`src/rtl/wishbone_arbiter_if.sv`:
```
// Wishbone bus bundle shared by the arbiter's master-facing and slave-facing ports.
// The arbiter uses the slave modport toward each master and the master modport toward memory.
interface wishbone_arbiter_if #(
  parameter int ADDR_W = 16,
  parameter int DATA_W = 8
);
  logic              cyc;
  logic              stb;
  logic              we;
  logic [ADDR_W-1:0] adr;
  logic [DATA_W-1:0] wdata;
  logic [DATA_W-1:0] rdata;
  logic              ack;
  logic              err;

  modport master (
    output cyc, stb, we, adr, wdata,
    input  rdata, ack, err
  );

  modport slave (
    input  cyc, stb, we, adr, wdata,
    output rdata, ack, err
  );
endinterface

```
`src/rtl/wishbone_arbiter.sv`:
```
// Two-master round-robin Wishbone arbiter with a bus watchdog that errors out
// slave cycles which never acknowledge.
module wishbone_arbiter #(
  parameter int ADDR_W  = 16,
  parameter int DATA_W  = 8,
  parameter int TIMEOUT = 15
) (
  input  logic                  clk,
  input  logic                  reset,
  wishbone_arbiter_if.slave     m0,
  wishbone_arbiter_if.slave     m1,
  wishbone_arbiter_if.master    s,
  output logic [1:0]            gnt_o
);

  typedef enum logic [1:0] {
    IDLE = 2'd0,
    GNT0 = 2'd1,
    GNT1 = 2'd2
  } state_t;

  localparam logic [7:0] TIMEOUT_CNT = 8'(TIMEOUT);

  state_t     state;
  logic       last_gnt;
  logic [7:0] count;
  logic       own_cyc;
  logic       own_stb;
  logic       at_limit;
  logic       timeout;

  assign gnt_o    = {state == GNT1, state == GNT0};
  assign at_limit = (count == TIMEOUT_CNT);
  assign timeout  = own_stb & ~s.ack & at_limit;

  always_comb begin
    own_cyc = 1'b0;
    own_stb = 1'b0;
    case (state)
      GNT0: begin
        own_cyc = m0.cyc;
        own_stb = m0.stb;
      end
      GNT1: begin
        own_cyc = m1.cyc;
        own_stb = m1.stb;
      end
      default: ;
    endcase
  end

  always_comb begin
    s.cyc   = 1'b0;
    s.stb   = 1'b0;
    s.we    = 1'b0;
    s.adr   = {ADDR_W{1'b0}};
    s.wdata = {DATA_W{1'b0}};
    case (state)
      GNT0: begin
        s.cyc   = m0.cyc;
        s.stb   = m0.stb;
        s.we    = m0.we;
        s.adr   = m0.adr;
        s.wdata = m0.wdata;
      end
      GNT1: begin
        s.cyc   = m1.cyc;
        s.stb   = m1.stb;
        s.we    = m1.we;
        s.adr   = m1.adr;
        s.wdata = m1.wdata;
      end
      default: ;
    endcase
  end

  // A same-cycle ack always beats the watchdog, so err is masked by s.ack.
  always_comb begin
    m0.ack   = s.ack & gnt_o[0] & m0.stb;
    m1.ack   = s.ack & gnt_o[1] & m1.stb;
    m0.err   = gnt_o[0] & m0.stb & ~s.ack & at_limit;
    m1.err   = gnt_o[1] & m1.stb & ~s.ack & at_limit;
    m0.rdata = gnt_o[0] ? s.rdata : {DATA_W{1'b0}};
    m1.rdata = gnt_o[1] ? s.rdata : {DATA_W{1'b0}};
  end

  // Every ownership returns through IDLE, which guarantees the idle gap between owners.
  always_ff @(posedge clk) begin
    if (reset) begin
      state    <= IDLE;
      last_gnt <= 1'b1;
      count    <= 8'd0;
    end else begin
      case (state)
        IDLE: begin
          count <= 8'd0;
          if (m0.cyc && (!m1.cyc || last_gnt)) begin
            state    <= GNT0;
            last_gnt <= 1'b0;
          end else if (m1.cyc) begin
            state    <= GNT1;
            last_gnt <= 1'b1;
          end
        end
        default: begin
          if (!own_cyc || timeout) begin
            state <= IDLE;
            count <= 8'd0;
          end else if (own_stb && !s.ack) begin
            count <= count + 8'd1;
          end else begin
            count <= 8'd0;
          end
        end
      endcase
    end
  end

endmodule

```
`src/flat_wrapper.sv`:
```
// flat-port wrapper written by rule: the top's interface ports become plain ports
module wishbone_arbiter_flat 
#(
  parameter int ADDR_W  = 16,
  parameter int DATA_W  = 8,
  parameter int TIMEOUT = 15
)
  (clk, reset, gnt_o, m0_cyc, m0_stb, m0_we, m0_adr, m0_wdata, m0_rdata, m0_ack, m0_err, m1_cyc, m1_stb, m1_we, m1_adr, m1_wdata, m1_rdata, m1_ack, m1_err, s_cyc, s_stb, s_we, s_adr, s_wdata, s_rdata, s_ack, s_err);
  wishbone_arbiter_if #(.ADDR_W(ADDR_W), .DATA_W(DATA_W)) m0_i ();
  wishbone_arbiter_if #(.ADDR_W(ADDR_W), .DATA_W(DATA_W)) m1_i ();
  wishbone_arbiter_if #(.ADDR_W(ADDR_W), .DATA_W(DATA_W)) s_i ();
  input  logic clk;
  input  logic reset;
  output logic [1:0] gnt_o;
  input wire logic [$bits(m0_i.cyc)-1:0] m0_cyc;
  input wire logic [$bits(m0_i.stb)-1:0] m0_stb;
  input wire logic [$bits(m0_i.we)-1:0] m0_we;
  input wire logic [$bits(m0_i.adr)-1:0] m0_adr;
  input wire logic [$bits(m0_i.wdata)-1:0] m0_wdata;
  output wire logic [$bits(m0_i.rdata)-1:0] m0_rdata;
  output wire logic [$bits(m0_i.ack)-1:0] m0_ack;
  output wire logic [$bits(m0_i.err)-1:0] m0_err;
  input wire logic [$bits(m1_i.cyc)-1:0] m1_cyc;
  input wire logic [$bits(m1_i.stb)-1:0] m1_stb;
  input wire logic [$bits(m1_i.we)-1:0] m1_we;
  input wire logic [$bits(m1_i.adr)-1:0] m1_adr;
  input wire logic [$bits(m1_i.wdata)-1:0] m1_wdata;
  output wire logic [$bits(m1_i.rdata)-1:0] m1_rdata;
  output wire logic [$bits(m1_i.ack)-1:0] m1_ack;
  output wire logic [$bits(m1_i.err)-1:0] m1_err;
  output wire logic [$bits(s_i.cyc)-1:0] s_cyc;
  output wire logic [$bits(s_i.stb)-1:0] s_stb;
  output wire logic [$bits(s_i.we)-1:0] s_we;
  output wire logic [$bits(s_i.adr)-1:0] s_adr;
  output wire logic [$bits(s_i.wdata)-1:0] s_wdata;
  input wire logic [$bits(s_i.rdata)-1:0] s_rdata;
  input wire logic [$bits(s_i.ack)-1:0] s_ack;
  input wire logic [$bits(s_i.err)-1:0] s_err;
  assign m0_i.cyc = m0_cyc;
  assign m0_i.stb = m0_stb;
  assign m0_i.we = m0_we;
  assign m0_i.adr = m0_adr;
  assign m0_i.wdata = m0_wdata;
  assign m0_rdata = m0_i.rdata;
  assign m0_ack = m0_i.ack;
  assign m0_err = m0_i.err;
  assign m1_i.cyc = m1_cyc;
  assign m1_i.stb = m1_stb;
  assign m1_i.we = m1_we;
  assign m1_i.adr = m1_adr;
  assign m1_i.wdata = m1_wdata;
  assign m1_rdata = m1_i.rdata;
  assign m1_ack = m1_i.ack;
  assign m1_err = m1_i.err;
  assign s_cyc = s_i.cyc;
  assign s_stb = s_i.stb;
  assign s_we = s_i.we;
  assign s_adr = s_i.adr;
  assign s_wdata = s_i.wdata;
  assign s_i.rdata = s_rdata;
  assign s_i.ack = s_ack;
  assign s_i.err = s_err;
  wishbone_arbiter #(.ADDR_W(ADDR_W), .DATA_W(DATA_W), .TIMEOUT(TIMEOUT)) u_core (.clk(clk), .reset(reset), .m0(m0_i), .m1(m1_i), .s(s_i), .gnt_o(gnt_o));
endmodule
```
`config.mk`:
```
export PLATFORM = sky130hd
export DESIGN_NAME = wishbone_arbiter_flat
export DESIGN_NICKNAME = d
export VERILOG_FILES = /design/src/rtl/wishbone_arbiter_if.sv /design/src/rtl/wishbone_arbiter.sv /design/src/flat_wrapper.sv
export SDC_FILE = /design/constraint.sdc
export NUM_CORES = 1
export LEC_CHECK = 0
export CELL_PAD_IN_SITES_DETAIL_PLACEMENT = 0
export CELL_PAD_IN_SITES_GLOBAL_PLACEMENT = 1
export CORE_ASPECT_RATIO = 1.1
export CORE_MARGIN = 10
export CORE_UTILIZATION = 20
export DETAILED_ROUTE_END_ITERATION = 10
export PLACE_DENSITY = 0.87
export SLEW_MARGIN = 20
export SYNTH_ARGS = -nofsm -noshare
export SYNTH_HDL_FRONTEND = slang
export SYNTH_SLANG_ARGS = --single-unit
```
`constraint.sdc`:
```
create_clock -name clk -period 4.6 [get_ports clk]
set_input_delay 0.92 -clock clk [delete_from_list [all_inputs] [get_ports clk]]
set_output_delay 0.92 -clock clk [all_outputs]
set_load 0.02 [all_outputs]
```
==> run summary <==
The flow ran to the end, and the final reports show no timing, DRC or antenna violations. The worst hold path stage count is 1. The via count of the first global-routing pass is 1,478. The combined area of the multi-input logic cells is 877.1 µm². The area of the mapped netlist is 1156 µm². 115 I/O pins were placed. The placed cell area is 2356 µm². Compared with the post-synthesis result, the final layout area differs by 107.8%.

The number of vias after detailed routing came out at 1,506. The buffers inserted during post-CTS setup optimization is 0. The vias per cell came out at 4.564.

The count of buffers added on input and output ports is 113. In this run, synthesis produced a sequential element count of 11. The tightest hold path in the finished design has a slack of 0.4977 ns. The number of nets in the synthesized netlist is 217. The leakage power total came out at 0.7635 nW.

The pre-CTS setup slack is 1.239 ns. The data required time at the worst endpoint came out at 3.68 ns. Setup repair after global routing left no endpoint under its margin. The kind of cell with the highest combined delay along the critical path is buffers and inverters. The worst reg-to-reg path cell count came out at 6. The number of buffers created by CTS came out at 3. The maximum clock path buffer count came out at 2. The number of antenna violations at the first check in global routing is 0. The number of buffers and inverters on the critical path is 3.

The maximum single-stage delay on the critical path is 0.66 ns. The switching fraction of total power came out at 31.95%. The total of cells resized after clock tree synthesis came out at 0.

In this run the power density over the cells is 171.7 nW/µm². The total of fill cells in the finished design is 547. The area taken by flip-flops and latches came out at 220.2 µm².

The transition time at the pin with the least slew margin came out at 0.7654 ns. CTS built an H-tree with a depth of 1. The path class of the tightest hold or removal check is register to register.

In this run the most critical hold path is launched from u_core.count[0]. The number of maximum-capacitance constraint violations is 0. The clock root buffer is clkbuf_8. The count of endpoints failing hold in the final timing report came out at 0. The relative contribution of sequential cells to total power is 24.2%.

The starting density of the core is 21.02%. The logic depth of the worst setup path including buffers is 6. The setup violation total in the final timing report is 0. The top achievable clock speed came out at 0.2954 GHz. Global routing used 10.79% of the available tracks across all layers.

In the final routed layout, each cell accounts on average for 16.40 µm. The clock share of power came out at 23.0%. The first-pass GRT wire length is 8183 µm. The analysis attributes to net switching a power of 131.8 µW.

Synthesis handed over a netlist of 147 instances. STA classifies the critical path startpoint as a register. The net count of the finished layout is 326.

The worst setup path is of the register to primary output kind. In this run the worst path has a maximum fanout of 23. The register clock-pin slew on the reported worst setup and hold paths is 0.05 ns. The finished cells cover 2402 µm².

The largest individual stage delay along the critical path comes from the cell ha_1. The first-pass detailed-route iteration total is 4. The count of yosys warnings during synthesis is 0. TritonCTS built the clock tree. The total number of clock tree sinks is 11. Of the total power, combinational logic draws 52.7%.

The critical path goes through inv_1, ha_1, buf_4, a22oi_1, nor2b_1, clkdlybuf4s50_1. The maximum number of pins on one net before global-route repair is 30. The share of the core filled with cells is 43.68%. The final setup TNS came out at 0 ns. The post-route DRC violation count came out at 0. For this block, the routed nets add up to 5411 µm of wire. The number of antenna diodes in the final layout is 0.

The worst register-to-register path begins at u_core.state[0]. VDD sags by at most 0.1599 mV. The first-iteration detailed-routing DRC count came out at 29. The number of placement rows came out at 28. The count of pins over their slew limit is 0. The overall die height is 99.74 µm.

STA classifies the critical path endpoint as a primary output. The number of different library cells used by synthesis comes to 34. The die covers 9225 µm². The die is 92.49 µm wide.

The average instance in the mapped netlist occupies 7.865 µm². After global routing the overflow that remains totals 0. The setup slack of the critical path after layout came out at 1.214 ns. For the worst-skew pair, the clock arrives at the later sink with an insertion delay of 0.24 ns.

Hold repair after CTS inserted 0 buffers. The final critical path takes up 73.60% of the cycle. The data arrival at the endpoint of the critical path came out at 2.47 ns.

The internal power of the cells came out at 280.7 µW. The area of the placeable core is 5500 µm². The final weighted congestion in routability-driven placement came out at 0.7260. The share of synthesized area occupied by flip-flops and latches came out at 19.05%.

The shortest clock period the worst path allows after layout came out at 3.386 ns. The worst-case headroom to the max-slew limit came out at 48.97%. The most critical setup path has its startpoint at u_core.state[1]. The proportion of layout cells with a drive suffix above 1 came out at 5.882%. The HPWL reported at the end of detailed placement is 4574 µm.

The setup clock skew after layout came out at 0.005962 ns. The number of routed nets with antenna violations is 0.
[area by class of cell]
| class | count | share of cell area [%] |
|---|---|---|
| clock buffer | 3 | 1.719 |
| clock inverter | 1 | 0.2083 |
| inverter | 3 | 0.4688 |
| multi-input combinational | 121 | 36.51 |
| sequential | 11 | 9.167 |
| tap | 75 | 3.906 |
| timing repair buffer | 116 | 48.02 |
[power by group through the flow]
stage / logic [mW] / registers [mW] / clock network (mW)
6_report: 0.218 / 0.100 / 0.0950
5_1_grt: 0.234 / 0.100 / 0.106
4_1_cts: 0.221 / 0.100 / 0.0996
3_5_place_dp: 0.221 / 0.102 / 0
3_3_place_gp: 0.219 / 0.102 / 0
2_1_floorplan: 0.103 / 0.102 / 0
[final timing paths]
check                                        to  slack [ns]
worst min-delay path            u_core.count[0]        0.50
worst max-delay path                   s_adr[2]        1.21
worst min register to register  u_core.count[0]        0.50
worst max register to register  u_core.count[6]        2.45
[routing by layer]
metal,routed length [µm],GRT usage (%),vias to the layer above
li1,-,-,759
met1,2374,13.00,677
met2,2525,18.59,70
met3,511,3.759,0
met4,0,1.069,0
met5,0,0,-
[metrics by stage]
step	cells	power, mW
floorplan	147	0.2049
global placement	326	0.3208
detailed placement	326	0.3231
CTS	330	0.4205
global route	330	0.4404
finish	330	0.4125
[flip-flops by register name, summed over array words and instances, names as in the netlist]
register         flops
u_core.last_gnt      1
u_core.count         8
u_core.state         2
[layout by cell type (no fill, tap or decap)]
cell,count
nor4bb_1,1
nand3_4,1
nor4b_1,1
clkinv_2,1
clkbuf_8,3
buf_4,3
nor2_1,1
a21oi_1,1
nor4b_2,1
a22o_1,2
dfxtp_1,11
xnor2_1,2
xor2_1,1
or3_1,3
or4_4,1
a22oi_1,25
nand4_1,1
a31oi_1,2
a21boi_0,1
and2_1,18
inv_1,3
o21ai_0,4
nor2_4,1
or2_1,1
nand2b_1,3
and3_1,2
nor2b_1,27
clkdlybuf4s50_1,113
a2111oi_2,3
nor4_1,6
nand3_1,2
o31ai_1,2
nand3_2,1
ha_1,4
nand2_1,3
[logic make-up (layout without fill, tap and decap cells)]
logic type	after synthesis	count (layout)	synth area share (%)
simple gates	74	74	42.43
compound gates	40	40	26.84
buf+inv	15	123	5.086
flops	11	11	19.05
fa+ha+maj	4	4	4.329
xor+xnor	3	3	2.273
[cells in the mapped netlist]
library cell	number	area, µm²
nor2b_1	27	168.9
a22oi_1	25	187.7
and2_1	18	112.6
dfxtp_1	11	220.2
clkbuf_1	6	22.52
nor4_1	6	37.54
buf_1	4	15.01
ha_1	4	50.05
o21ai_0	4	20.02
a2111oi_2	3	45.04
inv_1	3	11.26
nand2_1	3	11.26
nand2b_1	3	18.77
or3_1	3	18.77
a22o_1	2	17.52
a31oi_1	2	12.51
and3_1	2	12.51
buf_2	2	10.01
nand3_1	2	10.01
o31ai_1	2	15.01
xnor2_1	2	17.52
a21boi_0	1	7.510
a21oi_1	1	5.000
nand3_2	1	10.01
nand3_4	1	17.52
nand4_1	1	6.260
nor2_1	1	3.750
nor2_4	1	11.26
nor4b_1	1	8.760
nor4b_2	1	15.01
nor4bb_1	1	10.01
or2_1	1	6.260
or4_4	1	11.26
xor2_1	1	8.760
Power figures use the tool's default switching activity.
